$ cat src/rtl/axil_slave_regs.sv
// axil_slave_regs: AXI4-Lite responder with NUM_RW_REGS byte-writable control registers and one read-only status word
module axil_slave_regs #(
    parameter int ADDR_WIDTH  = 32,
    parameter int NUM_RW_REGS = 4
) (
    input  logic                       ACLK,
    input  logic                       ARESETN,
    input  logic [ADDR_WIDTH-1:0]      S_AXI_AWADDR,
    input  logic [3:0]                 S_AXI_AWCACHE,
    input  logic [2:0]                 S_AXI_AWPROT,
    input  logic                       S_AXI_AWVALID,
    output logic                       S_AXI_AWREADY,
    input  logic [31:0]                S_AXI_WDATA,
    input  logic [3:0]                 S_AXI_WSTRB,
    input  logic                       S_AXI_WVALID,
    output logic                       S_AXI_WREADY,
    output logic                       S_AXI_BVALID,
    input  logic                       S_AXI_BREADY,
    output logic [1:0]                 S_AXI_BRESP,
    input  logic [ADDR_WIDTH-1:0]      S_AXI_ARADDR,
    input  logic [3:0]                 S_AXI_ARCACHE,
    input  logic [2:0]                 S_AXI_ARPROT,
    input  logic                       S_AXI_ARVALID,
    output logic                       S_AXI_ARREADY,
    output logic [31:0]                S_AXI_RDATA,
    output logic [1:0]                 S_AXI_RRESP,
    output logic                       S_AXI_RVALID,
    input  logic                       S_AXI_RREADY,
    output logic [32*NUM_RW_REGS-1:0]  REG_OUT,
    output logic [NUM_RW_REGS-1:0]     WR_PULSE,
    input  logic [31:0]                STATUS_IN
);
    localparam int IW = ADDR_WIDTH - 2;
    typedef enum logic [1:0] {W_IDLE, W_COMMIT, W_RESP} w_state_t;
    typedef enum logic {R_IDLE, R_DATA} r_state_t;
    w_state_t w_state, w_next;
    r_state_t r_state, r_next;
    logic rst_done, aw_done, w_done, aw_hs, w_hs, ar_hs;
    logic [IW-1:0] aw_idx, ar_idx;
    logic [31:0] wdata_q, ar_rdata;
    logic [3:0] wstrb_q;
    logic [31:0] regs [NUM_RW_REGS];
    logic unused_ok;
    assign unused_ok = ^{S_AXI_AWCACHE, S_AXI_AWPROT, S_AXI_ARCACHE, S_AXI_ARPROT,
                         S_AXI_AWADDR[1:0], S_AXI_ARADDR[1:0]};
    // rst_done keeps every READY low until the first edge after reset is released
    assign S_AXI_AWREADY = rst_done && w_state == W_IDLE && !aw_done;
    assign S_AXI_WREADY  = rst_done && w_state == W_IDLE && !w_done;
    assign S_AXI_ARREADY = rst_done && r_state == R_IDLE;
    assign S_AXI_BVALID  = w_state == W_RESP;
    assign S_AXI_RVALID  = r_state == R_DATA;
    assign aw_hs  = S_AXI_AWVALID && S_AXI_AWREADY;
    assign w_hs   = S_AXI_WVALID && S_AXI_WREADY;
    assign ar_hs  = S_AXI_ARVALID && S_AXI_ARREADY;
    assign ar_idx = S_AXI_ARADDR[ADDR_WIDTH-1:2];
    for (genvar i = 0; i < NUM_RW_REGS; i++) begin : g_out
        assign REG_OUT[32*i+:32] = regs[i];
    end
    always_comb begin
        w_next = w_state;
        if (w_state == W_IDLE && (aw_done || aw_hs) && (w_done || w_hs)) w_next = W_COMMIT;
        if (w_state == W_COMMIT) w_next = W_RESP;
        if (w_state == W_RESP && S_AXI_BREADY) w_next = W_IDLE;
        r_next = r_state == R_IDLE ? (ar_hs ? R_DATA : R_IDLE) : (S_AXI_RREADY ? R_IDLE : R_DATA);
        ar_rdata = ar_idx == IW'(NUM_RW_REGS) ? STATUS_IN : 32'h0;
        for (int i = 0; i < NUM_RW_REGS; i++)
            if (ar_idx == IW'(i)) ar_rdata = regs[i];
    end
    always_ff @(posedge ACLK) begin
        if (!ARESETN) begin
            w_state     <= W_IDLE;
            r_state     <= R_IDLE;
            rst_done    <= 1'b0;
            aw_done     <= 1'b0;
            w_done      <= 1'b0;
            aw_idx      <= '0;
            wdata_q     <= '0;
            wstrb_q     <= '0;
            S_AXI_BRESP <= 2'b00;
            S_AXI_RRESP <= 2'b00;
            S_AXI_RDATA <= '0;
            WR_PULSE    <= '0;
            for (int i = 0; i < NUM_RW_REGS; i++) regs[i] <= '0;
        end else begin
            w_state  <= w_next;
            r_state  <= r_next;
            rst_done <= 1'b1;
            WR_PULSE <= '0;
            if (aw_hs) begin
                aw_done <= 1'b1;
                aw_idx  <= S_AXI_AWADDR[ADDR_WIDTH-1:2];
            end
            if (w_hs) begin
                w_done  <= 1'b1;
                wdata_q <= S_AXI_WDATA;
                wstrb_q <= S_AXI_WSTRB;
            end
            if (w_state == W_COMMIT) begin
                aw_done     <= 1'b0;
                w_done      <= 1'b0;
                S_AXI_BRESP <= aw_idx < IW'(NUM_RW_REGS) ? 2'b00 : 2'b10;
                for (int i = 0; i < NUM_RW_REGS; i++)
                    if (aw_idx == IW'(i)) begin
                        WR_PULSE[i] <= 1'b1;
                        for (int j = 0; j < 4; j++)
                            if (wstrb_q[j]) regs[i][8*j+:8] <= wdata_q[8*j+:8];
                    end
            end
            // regs are sampled before any same-edge commit lands, so reads see the old value
            if (ar_hs) begin
                S_AXI_RDATA <= ar_rdata;
                S_AXI_RRESP <= ar_idx <= IW'(NUM_RW_REGS) ? 2'b00 : 2'b10;
            end
        end
    end
endmodule

$ cat config.mk
export PLATFORM = sky130hd
export DESIGN_NAME = axil_slave_regs
export DESIGN_NICKNAME = d
export VERILOG_FILES = /design/src/rtl/axil_slave_regs.sv
export SDC_FILE = /design/constraint.sdc
export NUM_CORES = 1
export LEC_CHECK = 0
export CAP_MARGIN = 20
export CORE_MARGIN = 4
export CORE_UTILIZATION = 35
export DETAILED_ROUTE_END_ITERATION = 7
export GPL_ROUTABILITY_DRIVEN = 1
export GPL_TIMING_DRIVEN = 0
export HOLD_SLACK_MARGIN = 0.02
export SLEW_MARGIN = 20
export SYNTH_ARGS = -nofsm -noshare
export SYNTH_HDL_FRONTEND = slang
export SYNTH_SLANG_ARGS = --single-unit
$ cat constraint.sdc
create_clock -name ACLK -period 2.4 [get_ports ACLK]
set_input_delay 0.48 -clock ACLK [delete_from_list [all_inputs] [get_ports ACLK]]
set_output_delay 0.48 -clock ACLK [all_outputs]
set_load 0.005 [all_outputs]
Yosys cells after proc, flatten, opt, wreduce, memory -nomap -nowiden
Memory sizes are Yosys's and may differ from the RTL's.
Index checks and enable logic that the tools add are counted.
{"block": "totals", "out_inout_bits": 173, "rom_bits": 0, "latch_bits": 0, "input_bits": 153, "elab_cells": 167, "mem_bits_rw": 128, "memories": 1, "register_bits": 112}
{"name": "regs", "words": 4, "word_bits": 32, "read_ports": 4, "rd_ports_with_merged_regs": 0, "wr": 4, "line_no": "42", "source": "logic [31:0] regs [NUM_RW_REGS];"}
{"block": "op_classes", "bitwise": 18, "div": 0, "mul": 0, "n_shift": 0, "order_cmp": 2, "mux": 102, "add_sub_neg": 0, "n_eq_ne": 9, "reduce_logical": 22}
{"operator": "$mux W32", "count": 5}
{"operator": "$mux W8", "count": 16}
{"operator": "$eq A30 B2 Y1 const B", "count": 4}
{"operator": "$mux W1", "count": 77}
{"operator": "$eq A30 B1 Y1 const B", "count": 2}
{"operator": "$logic_not A30 Y1", "count": 2}
{"operator": "$eq A30 B3 Y1 const B", "count": 1}
{"operator": "$le A30 B3 Y1 const B", "count": 1}
{"operator": "$lt A30 B3 Y1 const B", "count": 1}
{"operator": "$or A1 B1 Y1", "count": 16}
{"operator": "$logic_and A1 B1 Y1", "count": 10}
{"operator": "$mux W2", "count": 4}
{"operator": "$reduce_or A2 Y1", "count": 2}
{"operator": "$reduce_or A3 Y1", "count": 1}
{"operator": "$eq A2 B1 Y1 const B", "count": 1}
{"operator": "$eq A2 B2 Y1 const B", "count": 1}
{"operator": "$logic_not A1 Y1", "count": 2}
{"operator": "$logic_not A2 Y1", "count": 1}
{"operator": "$logic_or A1 B1 Y1", "count": 2}
{"operator": "$not A1 Y1", "count": 2}
{"operator": "$reduce_and A2 Y1", "count": 1}
{"operator": "$reduce_bool A2 Y1", "count": 1}

Longest topological paths before layout
Gate-level depths: netlist (run 1).
{"block": "logic_depth", "ltp_word": 9, "mapped_depth": 7, "ltp_nobuf": 4}

Worst setup path before layout (run 1)
OpenSTA, ideal clock, no wires.
{"block": "synth_timing", "kind": "reg2reg", "startpoint": "register w_state[0]", "endpoint": "memory regs[1][0], enable pin", "setup_time_ps": 384, "path_buffers": 1, "slack_ps": 237, "arrival_time_ps": 1779, "path_stages_with_launch": 6, "required_ps": 2016, "path_cell_list": "dfxtp_1 -> nor2b_1 -> and4_1 -> clkbuf_1 -> nand3_1 -> o21ai_0"}
{"item": "start: declaration", "line_no": "36", "source": "w_state_t w_state, w_next;"}
{"item": "start signal: assignment", "line_no": "85", "source": "w_state <= w_next;"}
{"item": "end: declaration", "line_no": "42"}

Worst setup path in the final report (run 1)
{"block": "layout_timing", "startpoint": "register w_state[0]", "endpoint": "output port S_AXI_AWREADY"}
{"block": "layout_via", "elab_chain_cells": 3}
{"item": "$logic_not A2 Y1", "line_no": "47", "source": "assign S_AXI_AWREADY = rst_done && w_state == W_IDLE && !aw_done;"}
{"item": "$logic_and A1 B1 Y1 (2 in a row)", "line_no": "47"}
{"item": "end: declaration", "line_no": "12", "source": "output logic S_AXI_AWREADY,"}
Every way passes these cells.

==> results.yml, run 1 <==
layout:
  diodes: 0
  drive_gt1_share_pct: 8.78
  stdcell_area_mm2: 0.0145
  area.growth.synth_to_final_pct: 45.5
  fill_cells: 2560
  nets: 1468
detailed_routing:
  wl_per_cell_um: 20.9
  dr.pass1.iters: 5
  finalWirelength_mm: 35.8
  vias: 8527
  drt_iter0_drc: 603
  post-route-drc-count: 0
  viasPerCell: 4.98
  antenna_left: 0
clocking:
  htreeDepth: 1
  clkTransAtPathRegs_ps: 60
  cts_hold_buf: 0
  cts_sinks: 238
  cts_buffer_depth: 3
  tritoncts: "yes"
  clock_latency_ps: 530
  root_buffer: "clkbuf_16"
  cts_buffers: 26
synth:
  synth_top_cell_area_share_pct: 38.4
  postSynthCellCount: 972
  yosysUniqueCellTypes: 40
  avgSynthCellArea_um2: 10.3
  synth_most_common_cell: "nand2_1"
  synth_warnings: 0
  synth_edf_count: 128
  ys_async_sr_fraction_pct: 0
  yosys.area.top_type: "edfxtp_1"
  synth_area_leaders: "edfxtp_1 38%, dfxtp_1 22%, nand2_1 7.5%"
  synth_seq_area_share_pct: 60.5
  synthTopCellsByCount: "200 x nand2_1, 132 x nor2_1, 128 x edfxtp_1, 110 x dfxtp_1, 59 x o21ai_0"
  syn_area_mm2: 0.0100
  synth_ff_type: "edfxtp_1"
  synth.ff_latch_count: 238
power_and_ir_drop:
  power.density_mw_per_mm2: 647
  ir_drop_uv: 472
  p_leak_nw: 5.03
timing:
  fmax_mhz: 430
  setup_viol: 0
  worst_pin_slew_ps: 750
  relSlewSlack_pct: 50.0
  fin_worst_skew_ps: 10.1
  hold_viol: 0
  finalCritPeriodShare_pct: 96.9
  final.min_clock_period_ps: 2330
  whs_ps: 443
  rsz0062_at_grt: "true"
  slew_violations: 0
worst_setup_path:
  cp_max_fo: 6
  worstSetupPathType: "flop to output port"
  critical_path_arrival_ps: 1850
  crit_path_start: "w_state[0]$_SDFFE_PP0P_"
  ff2ff_path_depth: 5
  crit_path_end: "S_AXI_AWREADY"
  r2r_start: "w_state[0]$_SDFFE_PP0P_"
  start_kind: "flop"
  regToRegEndpoint: "regs[3][26]$_SDFFCE_PN0P_"
  critPathRequiredTime_ps: 1920
  endpoint_kind: "output port"
  rrSetupSlack_ps: 100
place:
  dpl.hpwl_mm: 28.8
  postPlaceCellArea_mm2: 0.0136
  gp_congestion: 0.859
  port_buffers: 302
global_routing:
  grt_max_degree: 15
  grt_overflow: 0
  track_usage_pct: 22.0
  grt_pass1_vias: 8340
  antenna_found_initial: 0
  grt_first_pass_wirelength_mm: 51.8
floorplanning:
  start_util_pct: 35.7
  dieArea_mm2: 0.0313
  core_area_mm2: 0.0280
  ios: 326
  die_y_um: 177
  rows: 61
  die_w_um: 177
status:
  outcome: "finished, final reports clean"
flow_run:
  drv_cap: 0
hold_path:
  hp-class: "primary input to flop"
-- critical path, stage by stage (launching register included) --
cell             delay [ps]
dfxtp_1                 370
nor4b_2                 380
clkdlybuf4s50_1         570
-- timing repair --
item	CTS	global route
setup endpoints to repair	205	197
buffers inserted	3	3
gates resized for setup	18	17
pin swaps	1	4
-- final cells by class --
class                      instances  area [um^2]  area share (%)
clock inverter                     9          103           0.705
timing repair buffer             315         3140            21.6
multi-input combinational        652         3720            25.6
tap                              378          473            3.25
clock buffer                      37          712            4.89
sequential                       238         6050            41.6
buffer                            76          334            2.30
inverter                           6         22.5           0.155
-- cell families after synthesis --
family	count (synthesis)	synth area share, %
mux	50	5.18
simple gates	395	16.5
buf+inv	83	3.53
compound gates	205	14.3
other cells	1	0.0375
flops	238	60.5
-- placed cells by master (no fill, tap or decap), types with 16 or more instances in the layout --
cell type and count:
clkdlybuf4s50_1 301, o21ai_0 43, nor4_1 26, nand2_1 200, nor2_1 132, dfxtp_1 110
o21ai_1 16, edfxtp_1 128, mux2i_1 36, a21boi_0 44, clkbuf_1 59, a21boi_1 22
clkbuf_16 26, o2bb2ai_1 18
-- registers in the layout (all words and copies together), names as in the netlist, 2 cells and up --
| signal | cells |
|---|---|
| regs | 128 |
| aw_idx | 30 |
| WR_PULSE | 4 |
| wdata_q | 32 |
| w_state | 2 |
| S_AXI_RDATA | 32 |
| wstrb_q | 4 |
-- how the worst min path moves through the flow --
stage / startpoint / endpoint / slack, ps / depth (start not counted)
floorplan: aw_idx[26]$_SDFFE_PN0P_ / aw_idx[26]$_SDFFE_PN0P_ / 440 / 2
global placement: S_AXI_RDATA[29]$_SDFFE_PN0P_ / S_AXI_RDATA[29]$_SDFFE_PN0P_ / 440 / 2
detailed placement: S_AXI_RDATA[1]$_SDFFE_PN0P_ / S_AXI_RDATA[1]$_SDFFE_PN0P_ / 440 / 2
CTS: S_AXI_ARADDR[4] / S_AXI_RDATA[29]$_SDFFE_PN0P_ / 410 / 4
global route: S_AXI_RDATA[10]$_SDFFE_PN0P_ / S_AXI_RDATA[10]$_SDFFE_PN0P_ / 460 / 2
finish: S_AXI_ARADDR[4] / S_AXI_RDATA[29]$_SDFFE_PN0P_ / 440 / 4
-- stage by stage --
stage / TNS, ps / power (mW) / setup WS [ps] / cells / util [%]
after floorplan: 0 / 4.99 / 237 / 973 / -
after global placement: -147670 / 5.60 / -866 / 1653 / 48.2
after detailed placement: -114640 / 5.62 / -650 / 1660 / 48.4
after CTS: -2690 / 9.45 / -126 / 1708 / 51.6
after global routing: -2250 / 9.72 / -63.7 / 1711 / 51.9
final: 0 / 9.41 / 74.0 / 1711 / 51.9
-- power breakdown --
part | switching, mW | internal [mW] | total [mW]
sequential | 0.102 | 4.43 | 4.53
clock | 1.59 | 2.27 | 3.86
combinational | 0.486 | 0.531 | 1.02
total | 2.18 | 7.23 | 9.41
-- metal layers --
layer	vias up	global-route usage, %	part of all wire [%]
met4	0	7.35	3.4
met1	3965	27.3	40
li1	4096	-	-
met3	58	5.26	9.2
met5	-	0	0
met2	408	37.7	48
(Power assumes the default switching activity.)
==> run 2: changes to the inputs <==
--- a/config.mk
+++ b/config.mk
@@ -12,6 +12,7 @@
 export GPL_ROUTABILITY_DRIVEN = 1
 export GPL_TIMING_DRIVEN = 0
 export HOLD_SLACK_MARGIN = 0.02
+export REMOVE_ABC_BUFFERS = 1
 export SLEW_MARGIN = 20
 export SYNTH_ARGS = -nofsm -noshare
 export SYNTH_HDL_FRONTEND = slang
==> results.yml, run 2 (synthesis gave the netlist of run 1 again) <==
hold_path:
  worstHoldStart: "ARESETN"
  hp-class: "primary input to flop"
  min_path_cells: 1
  hold_end: "rst_done$_DFF_P_"
place:
  gp_congestion: 0.781
  dpl.hpwl_mm: 25.0
  postPlaceCellArea_mm2: 0.0136
  port_buffers: 305
  dpl.cell_count: 1609
layout:
  fill_cells: 2605
  final_util_pct: 52.8
  area.growth.synth_to_final_pct: 48.0
  final_common_cell: "clkdlybuf4s50_1"
  drive_gt1_share_pct: 11.1
  largest_register_ffs: 128
  mostFrequentLayoutCells: "301 x clkdlybuf4s50_1, 199 x nand2_1, 132 x nor2_1"
  top_regs: "regs (128), S_AXI_RDATA (32), wdata_q (32)"
  nets: 1423
  largest_register: "regs"
  stdcell_area_mm2: 0.0148
  layout.cells.non_filler: 1671
timing:
  fin_worst_skew_ps: 12.7
  slew_violations: 0
  whs_ps: 326
  fmax_mhz: 430
  relSlewSlack_pct: 32.9
  setup_viol: 0
  hold_viol: 0
  rsz0062_at_grt: "true"
  worst_pin_slew_ps: 1010
  final.min_clock_period_ps: 2330
  finalCritPeriodShare_pct: 97.0
detailed_routing:
  viasPerCell: 4.99
  finalWirelength_mm: 34.9
  post-route-drc-count: 0
  vias: 8330
  dr.pass1.iters: 4
  wl_per_cell_um: 20.9
  drt_iter0_drc: 369
  antenna_left: 0
flow_run:
  drv_cap: 0
clocking:
  root_buffer: "clkbuf_16"
  cts_hold_buf: 0
  cts_buffer_depth: 3
  htreeDepth: 1
  tritoncts: "yes"
  cts_sinks: 238
  clock_latency_ps: 520
  cts_buffers: 27
  clkTransAtPathRegs_ps: 60
power_and_ir_drop:
  ir_drop_uv: 387
  power_mw: 9.87
  power.density_mw_per_mm2: 667
  p_leak_nw: 5.12
global_routing:
  grt_max_degree: 50
  grt_overflow: 0
  antenna_found_initial: 3
  grt_first_pass_wirelength_mm: 51.0
  track_usage_pct: 21.3
  grt_pass1_vias: 8239
worst_setup_path:
  r2r_start: "aw_idx[2]$_SDFFE_PN0P_"
  rrSetupSlack_ps: 100
  critPathRequiredTime_ps: 1920
  critical_path_arrival_ps: 1850
  start_kind: "flop"
  regToRegEndpoint: "regs[0][16]$_SDFFCE_PN0P_"
  cp_max_fo: 6
  worstSetupPathType: "flop to output port"
  ff2ff_path_depth: 5
  endpoint_kind: "output port"
status:
  outcome: "finished, final reports clean"
floorplanning:
  die_y_um: 177
  core_area_mm2: 0.0280
  rows: 61
  ios: 326
  start_util_pct: 35.7
  dieArea_mm2: 0.0313
  die_w_um: 177
-- run 2: final cells by class --
class                           count  area, um^2  share of cell area, %
Antenna cell                        3        7.51                 0.0507
Clock buffer                       32         714                   4.83
Clock inverter                     17         225                   1.52
Inverter                            6        22.5                  0.152
Multi-Input combinational cell    652        3780                   25.5
Sequential cell                   238        6050                   40.8
Tap cell                          378         473                   3.20
Timing Repair Buffer              345        3540                   23.9
-- run 2: how the worst max path moves through the flow --
stage,from,endpoint,slack (ps),cells after the start
floorplan,S_AXI_ARADDR[25],S_AXI_RDATA[11]$_SDFFE_PN0P_,-10,4
global route,w_state[0]$_SDFFE_PP0P_,S_AXI_WREADY,-50,2
global placement,S_AXI_ARADDR[2],S_AXI_RDATA[30]$_SDFFE_PN0P_,-5030,5
finish,w_state[0]$_SDFFE_PP0P_,S_AXI_WREADY,70,2
detailed placement,S_AXI_ARADDR[20],S_AXI_RDATA[27]$_SDFFE_PN0P_,-1120,6
CTS,w_state[0]$_SDFFE_PP0P_,S_AXI_AWREADY,-140,2
-- run 2: where the power goes --
part	internal [mW]	leakage (nW)	switching, mW	total (mW)
Sequential	4.42	2.21	0.0957	4.52
Clock	2.66	0.446	1.66	4.33
Combinational	0.547	2.46	0.482	1.03
Total	7.63	5.12	2.24	9.87
-- run 2: timing repair --
action                                  CTS  global route
hold endpoints to repair                  0             0
endpoints found under the setup margin  198           120
pin swaps                                 4             2
setup buffers                             8             2
gates resized for setup                  18            13
-- run 2: through the flow --
stage | setup slack (ps) | setup TNS [ps]
after floorplan | -13.0 | -174
after global placement | -5030 | -1124700
after detailed placement | -1120 | -58850
after CTS | -142 | -280
after global routing | -47.7 | -302
final | 72.4 | 0
-- run 2: worst max-delay path: stages, from the launching register on --
cell	delay [ps]
dfxtp_1	370
nor4b_2	390
clkdlybuf4s50_1	580
-- run 2: metal layers --
layer	vias up	GRT usage (%)	wire length [um]
li1	4010	-	-
met1	3943	27.0	14300
met2	322	35.9	16500
met3	53	6.00	3200
met4	2	5.83	835
met5	-	0	13
==> run 3: changes to the inputs <==
--- a/config.mk
+++ b/config.mk
@@ -10,9 +10,10 @@
 export CORE_UTILIZATION = 35
 export DETAILED_ROUTE_END_ITERATION = 7
 export GPL_ROUTABILITY_DRIVEN = 1
-export GPL_TIMING_DRIVEN = 0
 export HOLD_SLACK_MARGIN = 0.02
+export PLACE_DENSITY_LB_ADDON = 0.08
 export REMOVE_ABC_BUFFERS = 1
+export SKIP_CTS_REPAIR_TIMING = 1
 export SLEW_MARGIN = 20
 export SYNTH_ARGS = -nofsm -noshare
 export SYNTH_HDL_FRONTEND = slang
==> results.yml, run 3 (synthesis gave the netlist of run 1 again) <==
status:
  outcome: "finished, final reports clean"
layout:
  largest_register: "regs"
  nets: 1435
  top_regs: "regs (128), S_AXI_RDATA (32), wdata_q (32)"
  final_util_pct: 52.1
  diodes: 0
  layout.cells.non_filler: 1680
  largest_register_ffs: 128
  drive_gt1_share_pct: 10.1
  mostFrequentLayoutCells: "301 x clkdlybuf4s50_1, 199 x nand2_1, 132 x nor2_1"
  final_common_cell: "clkdlybuf4s50_1"
  area.growth.synth_to_final_pct: 45.9
flow_run:
  drv_cap: 0
detailed_routing:
  drt_iter0_drc: 383
  post-route-drc-count: 0
  vias: 8231
  antenna_left: 0
  viasPerCell: 4.90
  finalWirelength_mm: 34.2
  wl_per_cell_um: 20.4
  dr.pass1.iters: 5
worst_setup_path:
  cp_max_fo: 6
  start_kind: "flop"
  worstSetupPathType: "flop to output port"
  endpoint_kind: "output port"
  critical_path_arrival_ps: 1860
  critPathRequiredTime_ps: 1920
timing:
  setup_viol: 0
  slew_violations: 0
  rsz0062_at_grt: "true"
  finalCritPeriodShare_pct: 97.4
  hold_viol: 0
  finalWorstSetupSlack_ps: 61.6
  final.min_clock_period_ps: 2340
  fmax_mhz: 428
  worst_pin_slew_ps: 764
  fin_worst_skew_ps: 13.7
  relSlewSlack_pct: 48.9
  setup-tns-final_ps: 0
power_and_ir_drop:
  p_comb_share_pct: 10.5
  swShare_pct: 22.8
  clock_power_share_pct: 42.9
  ir_drop_uv: 397
  p_leak_nw: 5.10
  power.density_mw_per_mm2: 665
  p_switching_mw: 2.22
  power_mw: 9.70
  p_seq_share_pct: 46.6
  p_int_mw: 7.49
clocking:
  root_buffer: "clkbuf_16"
  tritoncts: "yes"
  htreeDepth: 1
  clock_latency_ps: 530
  clkTransAtPathRegs_ps: 60
  cts_buffers: 27
  cts_sinks: 238
  cts_buffer_depth: 3
floorplanning:
  die_w_um: 177
  die_y_um: 177
  core_area_mm2: 0.0280
  rows: 61
  ios: 326
  start_util_pct: 35.7
  dieArea_mm2: 0.0313
place:
  dpl.hpwl_mm: 23.8
  gp_congestion: 0.786
  port_buffers: 305
  dpl.cell_count: 1631
  pre_cts_slack_ps: -217
global_routing:
  use_met3_pct: 6.43
  met2_usage_pct: 36.0
  grt_pass1_vias: 8245
  track_usage_pct: 21.0
  grt_max_degree: 48
  grt_first_pass_wirelength_mm: 49.6
  antenna_found_initial: 2
  grt_use_met1_pct: 25.0
  top_usage_layer: "met2"
  grt_overflow: 0
hold_path:
  hp-class: "primary input to flop"
-- run 3: changes by cell type in the layout (fill, tap and decap cells not counted), moves of 5 or more --
cell,before,now
buf_4,21,47
buf_6,8,0
buf_8,5,0
clkinvlp_4,6,1
o21ai_1,18,26
o21ai_2,5,0
o21ai_4,7,0
-- run 3: area by class of cell --
| type | count | area (um^2) |
|---|---|---|
| Fill cell | 2598 | 13400 |
| Sequential cell | 238 | 6050 |
| Multi-Input combinational cell | 652 | 3630 |
| Timing Repair Buffer | 357 | 3520 |
| Clock buffer | 34 | 743 |
| Tap cell | 378 | 473 |
| Clock inverter | 15 | 153 |
| Inverter | 6 | 22.5 |
-- run 3: worst paths after layout --
kind	cells after the start	startpoint	slack [ps]	to
max	2	w_state[0]$_SDFFE_PP0P_	60	S_AXI_WREADY
min	1	ARESETN	240	rst_done$_DFF_P_
min reg2reg	2	S_AXI_RDATA[0]$_SDFFE_PN0P_	440	S_AXI_RDATA[0]$_SDFFE_PN0P_
max reg2reg	5	aw_idx[2]$_SDFFE_PN0P_	240	regs[2][6]$_SDFFCE_PN0P_
-- run 3: power by group through the flow --
| stage | Clock [mW] | Combinational, mW | Sequential (mW) |
|---|---|---|---|
| CTS | 4.25 | 1.04 | 4.52 |
| floorplan | 0 | 0.328 | 4.59 |
| global route | 4.40 | 1.11 | 4.54 |
| detailed placement | 0 | 1.04 | 4.61 |
| finish | 4.16 | 1.02 | 4.52 |
| global placement | 0 | 1.03 | 4.60 |
-- run 3: worst max-delay path: stages, from the launching register on --
cell and delay [ps]:
dfxtp_1 370, nor4b_2 390, clkdlybuf4s50_1 580
-- run 3: routing by layer --
layer / vias to the layer above / routed length [um]
li1: 4033 / -
met1: 3806 / 13400
met2: 315 / 16300
met3: 73 / 3270
met4: 4 / 1220
met5: - / 25
-- run 3: through the flow --
step / hold slack, ps / cell area (um^2)
global route: 224 / 14600
global placement: 433 / 13700
CTS: 216 / 14600
finish: 235 / 14600
floorplan: 435 / 9670
detailed placement: 440 / 13700
